==> src/rtl/dmem_store_responder_if.sv <==
// Data-memory port bundle between a MIPS core (or bench) and the store responder.
// Carries the core read/write bus, the store-log drain handshake and checker status.
// master = core/reader side, slave = responder side.
interface dmem_store_responder_if;
  logic        memwrite;
  logic [31:0] dataadr;
  logic [31:0] writedata;
  logic [31:0] readdata;
  logic        log_valid;
  logic        log_ready;
  logic [31:0] log_addr;
  logic [31:0] log_data;
  logic        overflow;
  logic [15:0] store_count;
  logic        done;
  logic        pass;
  logic        fail;

  modport master (
    output memwrite, dataadr, writedata, log_ready,
    input  readdata, log_valid, log_addr, log_data, overflow, store_count,
           done, pass, fail
  );

  modport slave (
    input  memwrite, dataadr, writedata, log_ready,
    output readdata, log_valid, log_addr, log_data, overflow, store_count,
           done, pass, fail
  );
endinterface

==> src/rtl/dmem_store_responder.sv <==
// Data-RAM responder for the core memory port, store log FIFO and pass/fail checker.
// Latency: readdata combinational; stores land at the edge; log head is fall-through.
// Backpressure: log drains on log_valid&&log_ready; a push into a full log with no pop
// is dropped and sets the sticky overflow flag.
// Ports: i_clk (rising edge), i_reset (async, active-low), bus (slave modport).
module dmem_store_responder #(
  parameter int          WORDS      = 64,
  parameter int          DEPTH      = 8,
  parameter logic [31:0] DONE_ADDR  = 32'd84,
  parameter logic [31:0] DONE_VALUE = 32'd7,
  parameter logic [31:0] ALLOW_ADDR = 32'd80
) (
  input  logic                  i_clk,
  input  logic                  i_reset,
  dmem_store_responder_if.slave bus
);
  localparam int AW = $clog2(WORDS);
  localparam int PW = $clog2(DEPTH);

  typedef enum logic [1:0] {ST_RUN, ST_PASS, ST_FAIL} state_t;

  logic [31:0]   r_ram      [WORDS];
  logic [31:0]   r_log_addr [DEPTH];
  logic [31:0]   r_log_data [DEPTH];
  logic [PW-1:0] r_wr_ptr;
  logic [PW-1:0] r_rd_ptr;
  logic [PW:0]   r_count;
  logic          r_overflow;
  logic [15:0]   r_store_count;
  state_t        r_state;
  state_t        w_state_nxt;
  logic          r_done;
  logic          r_pass;
  logic          r_fail;

  logic [AW-1:0] w_idx;
  logic          w_in_range;
  logic          w_aligned;
  logic          w_ram_we;
  logic          w_empty;
  logic          w_full;
  logic          w_pop;
  logic          w_push;

  // ---------------- data RAM (not reset, survives a mid-run reset) ----------------
  assign w_idx      = bus.dataadr[AW+1:2];
  assign w_in_range = bus.dataadr < 32'(4 * WORDS);
  assign w_aligned  = bus.dataadr[1:0] == 2'b00;
  assign w_ram_we   = bus.memwrite && w_in_range && w_aligned;

  assign bus.readdata = w_in_range ? r_ram[w_idx] : 32'h0;

  always_ff @(posedge i_clk) begin
    if (w_ram_we) r_ram[w_idx] <= bus.writedata;
  end

  // ---------------- store log FIFO ----------------
  assign w_empty = r_count == '0;
  assign w_full  = r_count == (PW+1)'(DEPTH);
  assign w_pop   = !w_empty && bus.log_ready;
  // A full log still accepts a push when the head leaves in the same cycle.
  assign w_push  = bus.memwrite && (!w_full || w_pop);

  assign bus.log_valid = !w_empty;
  assign bus.log_addr  = w_empty ? 32'h0 : r_log_addr[r_rd_ptr];
  assign bus.log_data  = w_empty ? 32'h0 : r_log_data[r_rd_ptr];

  always_ff @(posedge i_clk) begin
    if (w_push) begin
      r_log_addr[r_wr_ptr] <= bus.dataadr;
      r_log_data[r_wr_ptr] <= bus.writedata;
    end
  end

  always_ff @(posedge i_clk or negedge i_reset) begin
    if (!i_reset) begin
      r_wr_ptr      <= '0;
      r_rd_ptr      <= '0;
      r_count       <= '0;
      r_overflow    <= 1'b0;
      r_store_count <= 16'h0;
    end else begin
      if (w_push) r_wr_ptr <= r_wr_ptr + 1'b1;
      if (w_pop)  r_rd_ptr <= r_rd_ptr + 1'b1;
      case ({w_push, w_pop})
        2'b10:   r_count <= r_count + 1'b1;
        2'b01:   r_count <= r_count - 1'b1;
        default: r_count <= r_count;
      endcase
      if (bus.memwrite && w_full && !w_pop) r_overflow <= 1'b1;
      if (bus.memwrite && (r_store_count != 16'hFFFF))
        r_store_count <= r_store_count + 16'd1;
    end
  end

  assign bus.overflow    = r_overflow;
  assign bus.store_count = r_store_count;

  // ---------------- pass/fail checker ----------------
  always_comb begin
    w_state_nxt = r_state;
    if (bus.memwrite && (r_state == ST_RUN)) begin
      if (bus.dataadr == DONE_ADDR) begin
        if (bus.writedata == DONE_VALUE) w_state_nxt = ST_PASS;
        else                             w_state_nxt = ST_FAIL;
      end else if (!w_aligned) begin
        w_state_nxt = ST_FAIL;
      end else if (bus.dataadr != ALLOW_ADDR) begin
        w_state_nxt = ST_FAIL;
      end
    end
  end

  // Status flags decode the next state so they rise the cycle after the deciding store.
  always_ff @(posedge i_clk or negedge i_reset) begin
    if (!i_reset) begin
      r_state <= ST_RUN;
      r_done  <= 1'b0;
      r_pass  <= 1'b0;
      r_fail  <= 1'b0;
    end else begin
      r_state <= w_state_nxt;
      r_done  <= w_state_nxt != ST_RUN;
      r_pass  <= w_state_nxt == ST_PASS;
      r_fail  <= w_state_nxt == ST_FAIL;
    end
  end

  assign bus.done = r_done;
  assign bus.pass = r_pass;
  assign bus.fail = r_fail;
endmodule

==> src/flat_wrapper.sv <==
// flat-port wrapper written by rule: the top's interface ports become plain ports
module dmem_store_responder_flat 
#(
  parameter int          WORDS      = 64,
  parameter int          DEPTH      = 8,
  parameter logic [31:0] DONE_ADDR  = 32'd84,
  parameter logic [31:0] DONE_VALUE = 32'd7,
  parameter logic [31:0] ALLOW_ADDR = 32'd80
)
  (i_clk, i_reset, bus_memwrite, bus_dataadr, bus_writedata, bus_log_ready, bus_readdata, bus_log_valid, bus_log_addr, bus_log_data, bus_overflow, bus_store_count, bus_done, bus_pass, bus_fail);
  dmem_store_responder_if bus_i ();
  input  logic i_clk;
  input  logic i_reset;
  input wire logic [$bits(bus_i.memwrite)-1:0] bus_memwrite;
  input wire logic [$bits(bus_i.dataadr)-1:0] bus_dataadr;
  input wire logic [$bits(bus_i.writedata)-1:0] bus_writedata;
  input wire logic [$bits(bus_i.log_ready)-1:0] bus_log_ready;
  output wire logic [$bits(bus_i.readdata)-1:0] bus_readdata;
  output wire logic [$bits(bus_i.log_valid)-1:0] bus_log_valid;
  output wire logic [$bits(bus_i.log_addr)-1:0] bus_log_addr;
  output wire logic [$bits(bus_i.log_data)-1:0] bus_log_data;
  output wire logic [$bits(bus_i.overflow)-1:0] bus_overflow;
  output wire logic [$bits(bus_i.store_count)-1:0] bus_store_count;
  output wire logic [$bits(bus_i.done)-1:0] bus_done;
  output wire logic [$bits(bus_i.pass)-1:0] bus_pass;
  output wire logic [$bits(bus_i.fail)-1:0] bus_fail;
  assign bus_i.memwrite = bus_memwrite;
  assign bus_i.dataadr = bus_dataadr;
  assign bus_i.writedata = bus_writedata;
  assign bus_i.log_ready = bus_log_ready;
  assign bus_readdata = bus_i.readdata;
  assign bus_log_valid = bus_i.log_valid;
  assign bus_log_addr = bus_i.log_addr;
  assign bus_log_data = bus_i.log_data;
  assign bus_overflow = bus_i.overflow;
  assign bus_store_count = bus_i.store_count;
  assign bus_done = bus_i.done;
  assign bus_pass = bus_i.pass;
  assign bus_fail = bus_i.fail;
  dmem_store_responder #(.WORDS(WORDS), .DEPTH(DEPTH), .DONE_ADDR(DONE_ADDR), .DONE_VALUE(DONE_VALUE), .ALLOW_ADDR(ALLOW_ADDR)) u_core (.i_clk(i_clk), .i_reset(i_reset), .bus(bus_i));
endmodule
==> config.mk <==
export PLATFORM = sky130hd
export DESIGN_NAME = dmem_store_responder_flat
export DESIGN_NICKNAME = d
export VERILOG_FILES = /design/src/rtl/dmem_store_responder_if.sv /design/src/rtl/dmem_store_responder.sv /design/src/flat_wrapper.sv
export SDC_FILE = /design/constraint.sdc
export NUM_CORES = 2
export LEC_CHECK = 0
export ABC_AREA = 0
export BUFFER_PORTS_ARGS = -buffer_cell sky130_fd_sc_hd__clkbuf_2
export CORE_MARGIN = 3
export CORE_UTILIZATION = 45
export CTS_CLUSTER_SIZE = 10
export DETAILED_ROUTE_END_ITERATION = 8
export SLEW_MARGIN = 40
export SYNTH_ARGS = -nofsm -noshare
export SYNTH_HDL_FRONTEND = slang
export SYNTH_SLANG_ARGS = --single-unit
export TNS_END_PERCENT = 1
==> constraint.sdc <==
create_clock -name i_clk -period 7.89 [get_ports i_clk]
set_input_delay 2.367 -clock i_clk [delete_from_list [all_inputs] [get_ports i_clk]]
set_output_delay 2.367 -clock i_clk [all_outputs]
set_load 0.03 [all_outputs]
[Word level (Yosys, flattened, before mapping)]
Memories as Yosys holds them, arrays and structs flattened.
Index checks and enable logic that the tools add are counted.
Storage, ports and cells
  bits in registers: 32
  memory bits (writable): 2560
  input bits: 68
  output and inout bits: 117
  memories: 3
Operators by class
  add/sub/neg operators: 5
  $lt $le $gt $ge: 1
  equal/unequal tests: 9
  multiplexer cells: 13
  reductions and logical operators: 17
Memory list
  u_core.r_ram: words 64, width 32, read ports 1, clocked after Yosys merged registers in 0, wr ports 1, line dmem_store_responder.sv:22  | logic [31:0] r_ram [WORDS];
  u_core.r_log_addr: words 8, width 32, read ports 1, clocked after Yosys merged registers in 0, wr ports 1, line dmem_store_responder.sv:23  | logic [31:0] r_log_addr [DEPTH];
  u_core.r_log_data: words 8, width 32, read ports 1, clocked after Yosys merged registers in 0, wr ports 1, line dmem_store_responder.sv:24  | logic [31:0] r_log_data [DEPTH];
Operator list (count)
  $mux W32: 3
  $eq A32 B3 Y1 const B: 1
  $eq A32 B7 Y1 const B: 1
  $lt A32 B9 Y1 const B: 1
  $ne A32 B7 Y1 const B: 1
  $add A16 B1 Y16 const B: 1
  $ne A16 B16 Y1 const B: 1
  $mux W2: 5
  $logic_and A1 B1 Y1: 8
  $pmux W4 S2: 1
  $add A3 B1 Y3 const B: 2
  $add A4 B1 Y4 const B: 1
  $eq A2 B1 Y1 const B: 2
  $eq A2 B2 Y1 const B: 2
  $eq A4 B4 Y1 const B: 1
  $logic_not A2 Y1: 2
  $logic_not A4 Y1: 1
  $mux W1: 4
  $reduce_bool A2 Y1: 2
  $sub A4 B1 Y4 const B: 1
  $logic_not A1 Y1: 3
  $logic_or A1 B1 Y1: 1

[Depth between registers and ports, before layout]
  depth after elaboration: 7
  mapped depth: 11

[Worst setup path before layout]
No wires, ideal clock.
  path kind: input port to flip-flop
  from: input port bus_memwrite
  to: memory u_core.r_log_addr[0][0], enable pin
  arrival: 7.343 ns
  required time: 7.325 ns
  setup slack: -0.017 ns
  stages on the path: 4
  buffers on the path: 1
  cell sequence: clkbuf_1 > and2_1 > nand2b_1 > nor3_1
Between the ends
  cells in the longest elaborated chain, start to end: 3
Ends and longest elaborated chain
  from (decl): line flat_wrapper.sv:14  | input wire logic [$bits(bus_i.memwrite)-1:0] bus_memwrite;
  $logic_and A1 B1 Y1: line dmem_store_responder.sv:62  | assign w_push = bus.memwrite && (!w_full || w_pop);
  $mux W1: line dmem_store_responder.sv:69  | if (w_push) begin
  $mux W1 (implied by the code): line dmem_store_responder.sv:70  | r_log_addr[r_wr_ptr] <= bus.dataadr;
  to (decl): line dmem_store_responder.sv:23
Every way passes these cells.

[Worst setup path after layout]
  from: input port bus_dataadr[2]
  to: output port bus_readdata[0]
Between the ends
  cells in the longest elaborated chain, start to end: 2
Ends and longest elaborated chain
  from (decl): line flat_wrapper.sv:15  | input wire logic [$bits(bus_i.dataadr)-1:0] bus_dataadr;
  $lt A32 B9 Y1 / $mem_v2 Z64 W32 (equally long branches)
  $mux W32 *: line dmem_store_responder.sv:51  | assign bus.readdata = w_in_range ? r_ram[w_idx] : 32'h0;
  to (decl): line flat_wrapper.sv:18  | output wire logic [$bits(bus_i.readdata)-1:0] bus_readdata;
Mark *: on every way between the ends. The rest lies on a longest branch, timed or not.

==> insert_results.sql <==
INSERT INTO impl_metrics (metric_group, metric, value, unit) VALUES
('grt', 'track_usage', '23.4', '%'),
('worst_setup_path', 'timing.critical_path.from_type', 'input port', ''),
('pwr', 'p_per_area', '282', 'nW/um^2'),
('grt', 'antenna_found_initial', '12', ''),
('placement', 'port_buffers', '184', ''),
('cts', 'clock_path_buffers', '4', ''),
('worst_setup_path', 'largest_fanout_of_any_net_on_the_critical_path', '31', ''),
('cts', 'clk-insertion-delay-late', '920', 'ps'),
('logic_synthesis', 'synthTopCellsByArea', 'sky130_fd_sc_hd__edfxtp_1 (77%), sky130_fd_sc_hd__mux4_2 (16%), sky130_fd_sc_hd__mux2i_1 (1.7%), sky130_fd_sc_hd__dfrtp_1 (0.81%), sky130_fd_sc_hd__nor2_1 (0.65%)', ''),
('cts', 'root_buffer', 'sky130_fd_sc_hd__clkbuf_16', ''),
('layout', 'multi_input_area', '21000', 'um^2'),
('timing', 'finalCritPeriodShare', '98.0', '%'),
('logic_synthesis', 'yosys-top-cells-count', 'sky130_fd_sc_hd__edfxtp_1 (2560), sky130_fd_sc_hd__mux4_2 (688), sky130_fd_sc_hd__nor2_1 (172), sky130_fd_sc_hd__mux2i_1 (165), sky130_fd_sc_hd__clkbuf_1 (90)', ''),
('worst_setup_path', 'crit-reg2reg-capture', 'u_core.r_log_data[7][28]', ''),
('layout', 'synthToLayoutAreaGrowth', '15.6', '%'),
('outcome', 'outcome', 'complete, no violations', ''),
('worst_hold_path', 'min-delay-path-class', 'flip-flop to flip-flop', ''),
('worst_setup_path', 'timing.critical_path.buf_inv', '4', ''),
('timing', 'setup_viol', '0', ''),
('grt', 'grt_start_max_net_pins', '74', ''),
('worst_setup_path', 'critical_path.top_delay_family', 'buffers and inverters', ''),
('worst_setup_path', 'crit_top_cell', 'sky130_fd_sc_hd__mux4_2', ''),
('placement', 'dpl.cell_count', '7343', ''),
('logic_synthesis', 'synth_top_cell_area_share', '77.5', '%'),
('worst_setup_path', 'crit_required', '5520', 'ps'),
('worst_setup_path', 'endpoint_kind', 'output port', ''),
('layout', 'layout-drive-gt1-share', '34.0', '%'),
('cts', 'clock_pin_slew_on_the_worst_setup_and_hold_paths', '50', 'ps'),
('cts', 'tritoncts', 'done', ''),
('timing', 'max_slew.worst_pin.slew', '864', 'ps'),
('drt', 'finalWirelength', '262000', 'um'),
('drt', 'routed_wire_length_per_instance', '34.0', 'um'),
('cts', 'cts-buffers-inserted', '313', ''),
('layout', 'nNetsFinal', '4884', ''),
('worst_setup_path', 'critical-path-slowest-cell', 'sky130_fd_sc_hd__mux4_2', ''),
('layout', 'fillCellCount', '16600', ''),
('worst_setup_path', 'timing.critical_path.slowest_cell_delay', '540', 'ps'),
('worst_setup_path', 'timing_worst_setup_path_type', 'input port to output port', ''),
('layout', 'layoutNonFillerInstCount', '7723', ''),
('run', 'cap_viol_max_count', '0', ''),
('floorplan', 'initial_utilization', '45.5', '%'),
('timing', 'report.final.hold_viol_count', '0', ''),
('logic_synthesis', 'post-synth-top-count-cell', 'sky130_fd_sc_hd__edfxtp_1', ''),
('cts', 'h-tree-depth', '5', ''),
('worst_setup_path', 'worst_path_cell_chain', 'buf_8, buf_12, buf_4, mux4_2, mux4_2, o22ai_1, nor3_2, clkbuf_2', ''),
('floorplan', 'top_level_ports', '185', ''),
('layout', 'seq_area', '77700', 'um^2'),
('grt', 'overflow', '0', ''),
('drt', 'detailroute.via_count', '47700', ''),
('timing', 'finalWorstPathRequiredPeriod', '7730', 'ps'),
('logic_synthesis', 'register_area_share_after_synthesis', '78.3', '%'),
('grt', 'global_route_wire_length_before_repair', '372000', 'um'),
('logic_synthesis', 'synthArstFlopShare', '1.23', '%'),
('timing', 'timing.final.max_slew_violations', '0', ''),
('drt', 'route.antenna.remaining_nets', '0', ''),
('worst_setup_path', 'cp.depth', '8', ''),
('pwr', 'ir_worst_vdd', '0.224', 'mV'),
('floorplan', 'placementRows', '171', ''),
('drt', 'drc', '0', ''),
('placement', 'place_congestion', '0.828', ''),
('pwr', 'power.leakage', '36.5', 'nW'),
('timing', 'grt_setup_unrepaired', 'false', ''),
('worst_setup_path', 'rrSetupSlack', '4920', 'ps'),
('floorplan', 'dieWidth', '476', 'um'),
('worst_setup_path', 'worst_r2r_path_depth', '7', ''),
('cts', 'post_cts.repair.setup_buffers', '0', ''),
('grt', 'vias_in_the_first_global_route', '48200', ''),
('floorplan', 'die_area', '226000', 'um^2'),
('placement', 'dp.final_hpwl', '151000', 'um'),
('logic_synthesis', 'syn-cell-area', '99200', 'um^2'),
('worst_setup_path', 'startpoint_of_the_most_critical_setup_path', 'bus_dataadr[2]', '');
[metrics by stage]
step | setup TNS (ps) | power [mW] | util, % | setup slack, ps | instance area [um^2]
floorplan | 0 | 18.8 | - | 3.65 | 99200
global placement | -683 | 20.3 | 48.6 | -361 | 106000
detailed placement | -87.4 | 20.4 | 48.7 | -87.4 | 106000
CTS | 0 | 32.6 | 52.5 | 12.5 | 115000
global route | 0 | 33.4 | 52.6 | 47.6 | 115000
finish | 0 | 32.3 | 52.6 | 157 | 115000
[report_power, final]
part | switching [mW] | total (mW) | internal, mW | leakage [nW]
registers | 0.193 | 15.8 | 15.6 | 23.4
clock network | 5.04 | 12.2 | 7.20 | 4.04
logic | 2.69 | 4.32 | 1.64 | 9.06
total | 7.92 | 32.3 | 24.4 | 36.5
[worst reg2reg max path: stages, from the launching register on]
cell                       delay [ps]
sky130_fd_sc_hd__dfrtp_1          430
sky130_fd_sc_hd__nor3_1            80
sky130_fd_sc_hd__nand3b_1         180
sky130_fd_sc_hd__and2_1           250
sky130_fd_sc_hd__nand2_1          250
sky130_fd_sc_hd__nor2_4           270
sky130_fd_sc_hd__buf_4            460
sky130_fd_sc_hd__buf_4            650
[how the worst min path moves through the flow]
stage                 startpoint               to  slack, ps  cells after the start
2_1_floorplan  u_core.r_state[0]  u_core.bus.fail        420                      1
3_5_place_dp   u_core.r_state[0]  u_core.bus.fail        440                      1
3_3_place_gp   u_core.r_state[0]  u_core.bus.fail        430                      1
5_1_grt        u_core.r_state[0]  u_core.bus.fail        470                      1
6_report       u_core.r_state[0]  u_core.bus.fail        450                      1
4_1_cts        u_core.r_state[0]  u_core.bus.fail        450                      1
[routing by layer]
metal	track usage (%)	part of all wire (%)
met1	33.5	41
met2	36.8	48
met3	4.28	8.0
met4	7.14	3.1
met5	0	0.0088
[cell type report]
| cell class | count | area share, % |
|---|---|---|
| Tap cell | 2854 | 3.11 |
| Clock inverter | 13 | 0.112 |
| Inverter | 11 | 0.0425 |
| Clock buffer | 356 | 7.09 |
| Antenna cell | 6 | 0.0131 |
| Timing Repair Buffer | 501 | 3.64 |
| Multi-Input combinational cell | 1390 | 18.3 |
| Sequential cell | 2592 | 67.7 |
[timing repair]
action	CTS	global route
hold buffers	0	0
endpoints found under the setup margin	2	0
resized for setup	2	0
[layout by cell type (no fill, tap or decap), drive strengths merged, types with 7 or more instances in the layout]
cell,Yosys,layout
nand3,14,14
mux4,688,688
dfrtp,32,32
nor4,18,18
clkbuf,90,531
nand2,35,35
nand4,10,10
a21oi,22,22
xnor2,16,16
inv,11,15
o221ai,10,10
a22oi,27,27
nor2,173,173
nor3,19,19
o211ai,16,16
o21ai,24,24
mux2i,165,165
o22ai,41,41
nand2b,7,7
edfxtp,2560,2560
buf,130,326
mux2,37,37
[flip-flops by register name, indices dropped and copies added, names as in the netlist]
| signal | flops |
|---|---|
| u_core.r_state | 2 |
| u_core.bus.fail | 1 |
| u_core.bus.pass | 1 |
| u_core.bus.store_count | 16 |
| u_core.r_ram | 2048 |
| u_core.r_log_addr | 256 |
| u_core.r_wr_ptr | 3 |
| u_core.r_log_data | 256 |
| u_core.r_count | 4 |
| u_core.bus.overflow | 1 |
| u_core.r_rd_ptr | 3 |
| u_core.bus.done | 1 |
[cell families (layout without fill, tap and decap cells)]
logic type | Yosys count | in the layout | synth area share [%]
buffers and inverters | 231 | 881 | 1.22
DFF | 2592 | 2592 | 78.3
AOI/OAI and AO/OA | 159 | 159 | 1.07
other | 0 | 6 | 0
adders and majority gates | 7 | 7 | 0.0958
xor gates and xnor gates | 22 | 22 | 0.194
and+or+nand+nor | 312 | 312 | 1.45
muxes | 890 | 890 | 17.7
Power figures use the tool's default switching activity.
